===== src/rtl/bcd_sched_pkg.sv =====
// Purpose : shared types and constants for the BCD display write scheduler.
// Latency : n/a (declarations only).
// Backpr. : n/a.
// Contents: FSM state encoding, peripheral register addresses, requester
//           count and the hold-length clamp used by the scheduler.
package bcd_sched_pkg;

  // Number of requesters sharing the peripheral.
  localparam int NREQ = 2;

  // Peripheral register map.
  localparam logic [3:0] BCD_ADDR_INIT = 4'h0;  // init control register
  localparam logic [3:0] BCD_ADDR_N    = 4'h2;  // display value register

  // Write sequence: load n, raise init, hold, drop init, report done.
  typedef enum logic [2:0] {
    ST_IDLE     = 3'd0,
    ST_WR_N     = 3'd1,
    ST_WR_INIT1 = 3'd2,
    ST_HOLD     = 3'd3,
    ST_WR_INIT0 = 3'd4,
    ST_DONE     = 3'd5
  } bcd_state_t;

  // A hold of zero cycles would skip the HOLD state entirely and break the
  // sequence timing, so anything below one is clamped to one.
  function automatic int hold_eff(input int hc);
    return (hc < 1) ? 1 : hc;
  endfunction

endpackage


===== src/rtl/bcd_rr_arbiter.sv =====
// Purpose : picks one of two requesters, one-hot winner output.
// Latency : combinational winner; pointer updates on the grant edge.
// Backpr. : none; losers simply keep req high until served.
// Ports   : req (request vector), win (one-hot winner, zero when no req);
//           with BCD_SCHED_RR_EN also clk, rst_n and adv (grant taken).
// Config  : BCD_SCHED_RR_EN selects round-robin; otherwise requester 0
//           has fixed priority and no pointer exists.
module bcd_rr_arbiter
  import bcd_sched_pkg::*;
(
`ifdef BCD_SCHED_RR_EN
  input  logic            clk,
  input  logic            rst_n,
  input  logic            adv,
`endif
  input  logic [NREQ-1:0] req,
  output logic [NREQ-1:0] win
);

`ifdef BCD_SCHED_RR_EN
  // ptr = 0 favours requester 0, ptr = 1 favours requester 1.
  logic ptr;

  always_comb begin
    win = '0;
    if (ptr && req[1]) begin
      win = 2'b10;
    end else if (req[0]) begin
      win = 2'b01;
    end else if (req[1]) begin
      win = 2'b10;
    end
  end

  // After every grant the favoured side becomes the requester that did not
  // win, so two persistent requesters alternate.
  always_ff @(posedge clk or negedge rst_n) begin
    if (!rst_n) begin
      ptr <= 1'b0;
    end else if (adv) begin
      ptr <= win[0];
    end
  end
`else
  always_comb begin
    win = '0;
    if (req[0]) begin
      win = 2'b01;
    end else if (req[1]) begin
      win = 2'b10;
    end
  end
`endif

endmodule


===== src/rtl/bcd_write_scheduler.sv =====
// Purpose : shares the BCD display peripheral between two requesters and
//           drives its cs/wr/addr/din write sequence.
// Latency : gnt one cycle after req is sampled; done HOLD_CYCLES+4 after it.
// Backpr. : requests are only taken in IDLE; req must stay high until gnt.
//
// Ports   : clk, rst_n (async assert, synchronised release)
//           req[1:0], n0, n1       requester side
//           gnt[1:0], done[1:0]    one-cycle pulses back to requesters
//           busy                   sequence in progress
//           cs, wr, rd, addr, dout peripheral bus (rd tied low)
// Config  : BCD_SCHED_RR_EN enables round-robin arbitration (see
//           bcd_rr_arbiter); default is fixed priority to requester 0.
module bcd_write_scheduler
  import bcd_sched_pkg::*;
#(
  parameter int tamPro      = 16,
  parameter int tamAddr     = 4,
  parameter int HOLD_CYCLES = 1000
) (
  input  logic               clk,
  input  logic               rst_n,
  input  logic [1:0]         req,
  input  logic [3:0]         n0,
  input  logic [3:0]         n1,
  output logic [1:0]         gnt,
  output logic [1:0]         done,
  output logic               busy,
  output logic               cs,
  output logic               wr,
  output logic               rd,
  output logic [tamAddr-1:0] addr,
  output logic [tamPro-1:0]  dout
);

  localparam int HOLD_EFF = hold_eff(HOLD_CYCLES);
  localparam int CW       = (HOLD_EFF > 1) ? $clog2(HOLD_EFF) : 1;
  // Counter is loaded with HOLD_EFF-1 and the exit happens on zero, which
  // gives exactly HOLD_EFF cycles in HOLD.
  localparam logic [CW-1:0] HOLD_LOAD = CW'(HOLD_EFF - 1);

  localparam logic [tamAddr-1:0] ADDR_N    = tamAddr'(BCD_ADDR_N);
  localparam logic [tamAddr-1:0] ADDR_INIT = tamAddr'(BCD_ADDR_INIT);

  // ------------------------------------------------------------------
  // Reset synchroniser: assertion reaches every flop immediately,
  // release is re-timed to clk through two stages.
  // ------------------------------------------------------------------
  logic [1:0] rst_sync;
  logic       rst_s_n;

  always_ff @(posedge clk or negedge rst_n) begin
    if (!rst_n) begin
      rst_sync <= 2'b00;
    end else begin
      rst_sync <= {rst_sync[0], 1'b1};
    end
  end

  assign rst_s_n = rst_sync[1];

  // ------------------------------------------------------------------
  // Arbitration
  // ------------------------------------------------------------------
  bcd_state_t      state;
  logic [CW-1:0]   cnt;
  logic [NREQ-1:0] win;      // one-hot winner this cycle
  logic [NREQ-1:0] sel;      // one-hot owner of the sequence in progress
  logic            take;     // a request is accepted on this edge
  logic [3:0]      n_sel;

  assign take  = (state == ST_IDLE) && (|req);
  assign n_sel = win[1] ? n1 : n0;

  bcd_rr_arbiter u_arb (
`ifdef BCD_SCHED_RR_EN
    .clk   (clk),
    .rst_n (rst_s_n),
    .adv   (take),
`endif
    .req   (req),
    .win   (win)
  );

  // The peripheral never gets read.
  assign rd = 1'b0;

  // ------------------------------------------------------------------
  // Sequencer. Every output is a flop set on the transition into the
  // state it belongs to, so the bus is glitch-free and settled well
  // before the peripheral's falling-edge sample.
  // The display value is captured straight into dout on the IDLE->WR_N
  // edge; that register is the only copy, so later n0/n1 changes cannot
  // leak into the sequence.
  // ------------------------------------------------------------------
  always_ff @(posedge clk or negedge rst_s_n) begin
    if (!rst_s_n) begin
      state <= ST_IDLE;
      cnt   <= '0;
      sel   <= '0;
      gnt   <= '0;
      done  <= '0;
      busy  <= 1'b0;
      cs    <= 1'b0;
      wr    <= 1'b0;
      addr  <= '0;
      dout  <= '0;
    end else begin
      case (state)
        ST_IDLE: begin
          if (take) begin
            state <= ST_WR_N;
            sel   <= win;
            gnt   <= win;
            busy  <= 1'b1;
            cs    <= 1'b1;
            wr    <= 1'b1;
            addr  <= ADDR_N;
            dout  <= tamPro'(n_sel);
          end
        end

        ST_WR_N: begin
          // Second write back-to-back: raise init.
          state <= ST_WR_INIT1;
          gnt   <= '0;
          addr  <= ADDR_INIT;
          dout  <= tamPro'(1'b1);
        end

        ST_WR_INIT1: begin
          state <= ST_HOLD;
          cnt   <= HOLD_LOAD;
          cs    <= 1'b0;
          wr    <= 1'b0;
          addr  <= '0;
          dout  <= '0;
        end

        ST_HOLD: begin
          if (cnt == '0) begin
            // Leaving HOLD: drop init on the next cycle.
            state <= ST_WR_INIT0;
            cs    <= 1'b1;
            wr    <= 1'b1;
            addr  <= ADDR_INIT;
            dout  <= '0;
          end else begin
            cnt <= cnt - 1'b1;
          end
        end

        ST_WR_INIT0: begin
          state <= ST_DONE;
          cs    <= 1'b0;
          wr    <= 1'b0;
          addr  <= '0;
          done  <= sel;
        end

        ST_DONE: begin
          state <= ST_IDLE;
          done  <= '0;
          busy  <= 1'b0;
          sel   <= '0;
        end

        default: begin
          state <= ST_IDLE;
          cnt   <= '0;
          sel   <= '0;
          gnt   <= '0;
          done  <= '0;
          busy  <= 1'b0;
          cs    <= 1'b0;
          wr    <= 1'b0;
          addr  <= '0;
          dout  <= '0;
        end
      endcase
    end
  end

endmodule


===== config.mk =====
export PLATFORM = sky130hd
export DESIGN_NAME = bcd_write_scheduler
export DESIGN_NICKNAME = d
export VERILOG_FILES = /design/src/rtl/bcd_sched_pkg.sv /design/src/rtl/bcd_rr_arbiter.sv /design/src/rtl/bcd_write_scheduler.sv
export SDC_FILE = /design/constraint.sdc
export NUM_CORES = 1
export LEC_CHECK = 0
export BUFFER_PORTS_ARGS = -buffer_cell sky130_fd_sc_hd__buf_2
export CORE_AREA = 2 2 74 76
export DETAILED_ROUTE_END_ITERATION = 10
export DIE_AREA = 0 0 76 78
export SYNTH_ARGS = -nofsm -noshare
export SYNTH_HDL_FRONTEND = slang
export SYNTH_SLANG_ARGS = --single-unit
export TNS_END_PERCENT = 100

===== constraint.sdc =====
create_clock -name clk -period 0.9 [get_ports clk]
set_clock_uncertainty 0.1 [all_clocks]
set_input_delay 0.135 -clock clk [delete_from_list [all_inputs] [get_ports clk]]
set_output_delay 0.135 -clock clk [all_outputs]
set_load 0.05 [all_outputs]

Yosys cells after proc, flatten, opt, wreduce, memory -nomap -nowiden. Index checks and enable logic that the tools add are counted.

Add/sub/neg operators: 1. Equality and inequality tests: 8. Multiplexer cells: 22. Bitwise logic cells: 6. Reduce and logical (&&, ||, !) cells: 17.

Operator list (count): 16-bit one-hot mux with 4 select lines (1); 16-bit two-way mux (2); 10-bit one-hot mux with 3 select lines (1); 4-bit OR reduction (4); 3-bit one-hot mux with 5 select lines (1); 4-bit two-way mux (3); 2-bit one-hot mux with 2 select lines (3); 4-bit one-hot mux with 3 select lines (1); 10-bit logical NOT (1); 10-bit two-way mux (1); 10-bit by 1-bit subtractor with 10-bit output, second input constant (1); 3-bit AND reduction (3); 2-bit AND reduction (4); 3-bit by 2-bit == test with 1-bit output, second input constant (2); 3-bit == test, second input constant (2); 2-bit two-way mux (3); 3-bit two-way mux (2); 2-bit != test, second input constant (3); 1-bit NOT (6); 2-bit OR reduction (3); 3-bit by 1-bit == test with 1-bit output, second input constant (1); 3-bit logical NOT (1); 1-bit one-hot mux with 3 select lines (1); 1-bit two-way mux (2); other kinds (2) (2).

Register bits after elaboration: 43. Input port bits: 12. Logic and storage cells: 64.

Logic depth before layout (Yosys ltp).
Depth in word-level cells: 5. Depth in mapped cells: 7. Mapped depth without buffers: 6.

Modules after synthesis. A second synthesis with hierarchy kept.

Cell total of the unflattened synthesis: 174. Area total of the unflattened synthesis: 1705.4 µm².

By module, submodules not included: bcd_write_scheduler (times used 1, cells an instance 172, area an instance 1684.1 µm², sequential area each 700.7 µm²); bcd_rr_arbiter (times used 1, cells an instance 2, area an instance 21.3 µm², sequential area each 0.0 µm²).

Worst setup path after synthesis. No wires, ideal clock.

Kind: register -> register. Start: register cnt[0]. End: register dout[0]. Library setup time: 121 ps. Data arrival time: 1842 ps. Slack: -1163 ps. Cell stages (with the launch flop): 8. Path buffers: 1. Clock period less this slack: 2063 ps. Path through: dfrtp_1 inv_1 ha_1 or4b_4 buf_6 nor3_4 nor2_2 a22o_1.

Word-level cells in the longest chain between the ends: 3.

Ends and longest elaborated chain: start, declared (RTL line bcd_write_scheduler.sv:65) `logic [CW-1:0] cnt;`; start signal, assigned (RTL line bcd_write_scheduler.sv:148) `cnt <= cnt - 1'b1;`; 10-bit logical NOT (RTL line bcd_write_scheduler.sv:140) `if (cnt == '0) begin`; 2-bit != test (no line); 3-bit AND reduction (no line); end signal, assigned (RTL line bcd_write_scheduler.sv:118) `dout <= tamPro'(n_sel);`; end signal, assigned (RTL line bcd_write_scheduler.sv:127) `dout <= tamPro'(1'b1);`; end, declared (RTL line bcd_write_scheduler.sv:32) `output logic [tamPro-1:0] dout`.

Every way passes these cells. A chain may end at the register's enable or synchronous reset.

Worst setup path after layout.
Start: register cnt[1]. End: register cnt[7].

Word-level cells in the longest chain between the ends: 3. Elaborated cells between the ends (all ways): 6.

Ends and longest elaborated chain (RTL line): 10-bit by 1-bit subtractor with 10-bit output / 10-bit logical NOT (equally long branches) (bcd_write_scheduler.sv:148, bcd_write_scheduler.sv:140); 10-bit two-way mux / 2-bit != test (equally long branches); 10-bit one-hot mux with 3 select lines / 2-bit AND reduction (equally long branches).

Parallel ways exist; a longest one is shown, timed or not. The select of a mux whose other input is x is not followed.

==> flow_summary.toml <==
[sta]
fmax_mhz = 521
setup_viol = 38
slew_viol_final = 0
fin_ws_ps = -1020
rsz0062_at_grt = "true"
fin_crit_sh_pct = 213
min_period_ps = 1920
final-hold-violation-count = 0

[synthesis]
synth-warning-count = 0
syn_area_per_cell_sq_um = 8.96
synth_edf_count = 0
syn_inst = 194
synth.top_cells.by_count = "dfrtp_1 (28), o21ai_0 (19), buf_4 (17), nand2_1 (17), nor2_1 (11)"
yosysUniqueCellTypes = 51
synth_seq_cells = 28
ys_seq_area_share_pct = 40.3
synth_area_sq_mm = 0.00174
yosysTopAreaCellShare_pct = 40.3
yosysMostFrequentCell = "dfrtp_1"
synthFlopType = "dfrtp_1"
synth_top_area_cell = "dfrtp_1"
synthArstFlopShare_pct = 100
synth.area.top_cells = "dfrtp_1 (40%), buf_4 (7.3%), o21ai_0 (5.5%)"

[route]
wl_per_cell_um = 15.4
viasPerCell = 5.09
vias = 1766
drc = 0
drtIter0Drc = 97
ant_nets = 0
drtPass1Iterations = 4
drt-total-wl_mm = 5.36

[floorplanning]
rows = 26
initial_utilization_pct = 34.5
die_h_um = 78
die_w_um = 76
io_pins = 40
core_sq_mm = 0.00504
die-area_sq_mm = 0.00593

[placed_design]
place.detailed.hpwl_mm = 3.40
place_congestion = 0.830
pre_cts_slack_ps = -1010
port_buffers = 23

[layout]
antenna_cells = 0
nets = 291
drive_gt1_share_pct = 49.1
n_fill_cell = 460
area_growth_pct = 58.5

[global_routing]
grt.total_usage_pct = 17.7
grt_pass1_vias = 1779
grt-ovfl-total = 0
grt_pass1_wl_mm = 8.60
antenna_found_initial = 0
grt_max_degree = 20

[critical_path]
crit_arrival_ps = 1990
critPathLaunchType = "register"
required_ps = 970
crit_start = "cnt[1]"
path_class = "register to register"
crit_fanout = 4
crit_path_end_kind = "register"
r2r-start = "cnt[1]"

[hold_path]
hold_path_class = "register to async pin"

[clock_tree]
htree_levels = 1
cts_made_buffers = 3
clock_path_buffers = 2
cts_tree = "done"
clock_sinks = 28
clkTransAtPathRegs_ps = 110
clk_latency_ps = 280
ctsRootBufferMaster = "clkbuf_8"

[power]
p_leak_nw = 1.23
peakVddDrop_mv = 1.01
pwr_density_cell_mw_per_mm2 = 1700
power_w = 0.00468

[run_status]
violations = "setup timing"
status = "finished with violations"

[run]
drv_cap = 0
[metal layers]
metal / vias up / part of all wire (%) / track usage, %
li1: 843 / - / -
met2: 46 / 51 / 30.7
met1: 871 / 44 / 23.8
met3: 6 / 3.9 / 2.09
met4: 0 / 0.78 / 3.64
met5: - / 0 / 0
[sequential cells by signal, indices dropped and copies added (netlist names)]
signal / count
addr: 1
busy: 1
cnt: 10
done: 2
dout: 4
gnt: 2
rst_sync: 2
sel: 2
state: 3
wr: 1
[layout by cell type, fill, tap and decap left out, types with 3 or more instances in the layout]
master,count
a21oi_1,6
a21oi_2,3
a22o_1,3
a22oi_1,3
a31oi_1,3
buf_2,11
buf_4,53
buf_6,21
clkbuf_8,3
conb_1,17
dfrtp_1,22
dfrtp_2,6
inv_1,4
inv_2,3
nand2_1,16
nand2b_1,5
nor2_1,8
nor2b_1,4
nor3_1,4
o21a_1,4
o21ai_0,12
o21ai_1,7
[area by class of cell]
class                           count  area, sq um  share of cell area [%]
Timing Repair Buffer               91          795                    28.8
Clock inverter                      1         30.0                    1.09
Tap cell                           70         87.6                    3.18
Clock buffer                        3         41.3                    1.50
Sequential cell                    28          708                    25.7
Inverter                            7         26.3                   0.954
Multi-Input combinational cell    147         1070                    38.7
[final timing paths]
path                            to  slack (ps)  depth (start not counted)
min reg2reg                 sel[0]          20                          0
min in group clk           dout[2]          40                          3
min                         sel[0]          20                          0
max in group asynchronous       wr         290                          1
max reg2reg                 cnt[7]       -1020                          5
max                         cnt[7]       -1020                          5
[what timing repair did]
item                                   CTS  global route
resized for setup                       57            16
pin swaps                               11             7
setup endpoints to repair               38            38
buffers inserted                        11             6
gates cloned                             1             1
endpoints found under the hold margin    2             0
hold buffers                             1             0
[through the flow]
stage	utilization (%)	hold slack (ps)	instances	TNS (ps)	instance area [sq um]
3_3_place_gp	44.5	-178	323	-19950	2250
5_1_grt	54.6	45.4	347	-25910	2760
4_1_cts	52.6	26.7	340	-22470	2650
6_report	54.6	18.9	347	-23600	2760
3_5_place_dp	44.5	-178	323	-20640	2250
2_1_floorplan	-	-261	209	-17930	1920
[power breakdown]
group / leakage [nW] / total, W / internal [W] / switching, W
combinational: 0.876 / 0.00200 / 0.000959 / 0.00104
sequential: 0.315 / 0.00164 / 0.00146 / 0.000173
clock: 0.0357 / 0.00105 / 0.000596 / 0.000449
total: 1.23 / 0.00468 / 0.00302 / 0.00166
[logic make-up (layout without fill, tap and decap cells)]
group	count (synthesis)	in the layout	share of synthesized area (%)
compound gates	67	67	26.5
fa+ha+maj	1	1	0.720
buf+inv	34	102	11.5
flops	28	28	40.3
mux	1	1	0.576
other cells	2	17	0.432
simple gates	61	61	19.9
[worst max-delay path, stage by stage (launching register included)]
cell and delay [ps]:
dfrtp_1 400, buf_4 140, or4_4 570, a311oi_4 300, and4_1 250, nor3_1 50
Note: power is estimated with default switching activity, not from simulation.
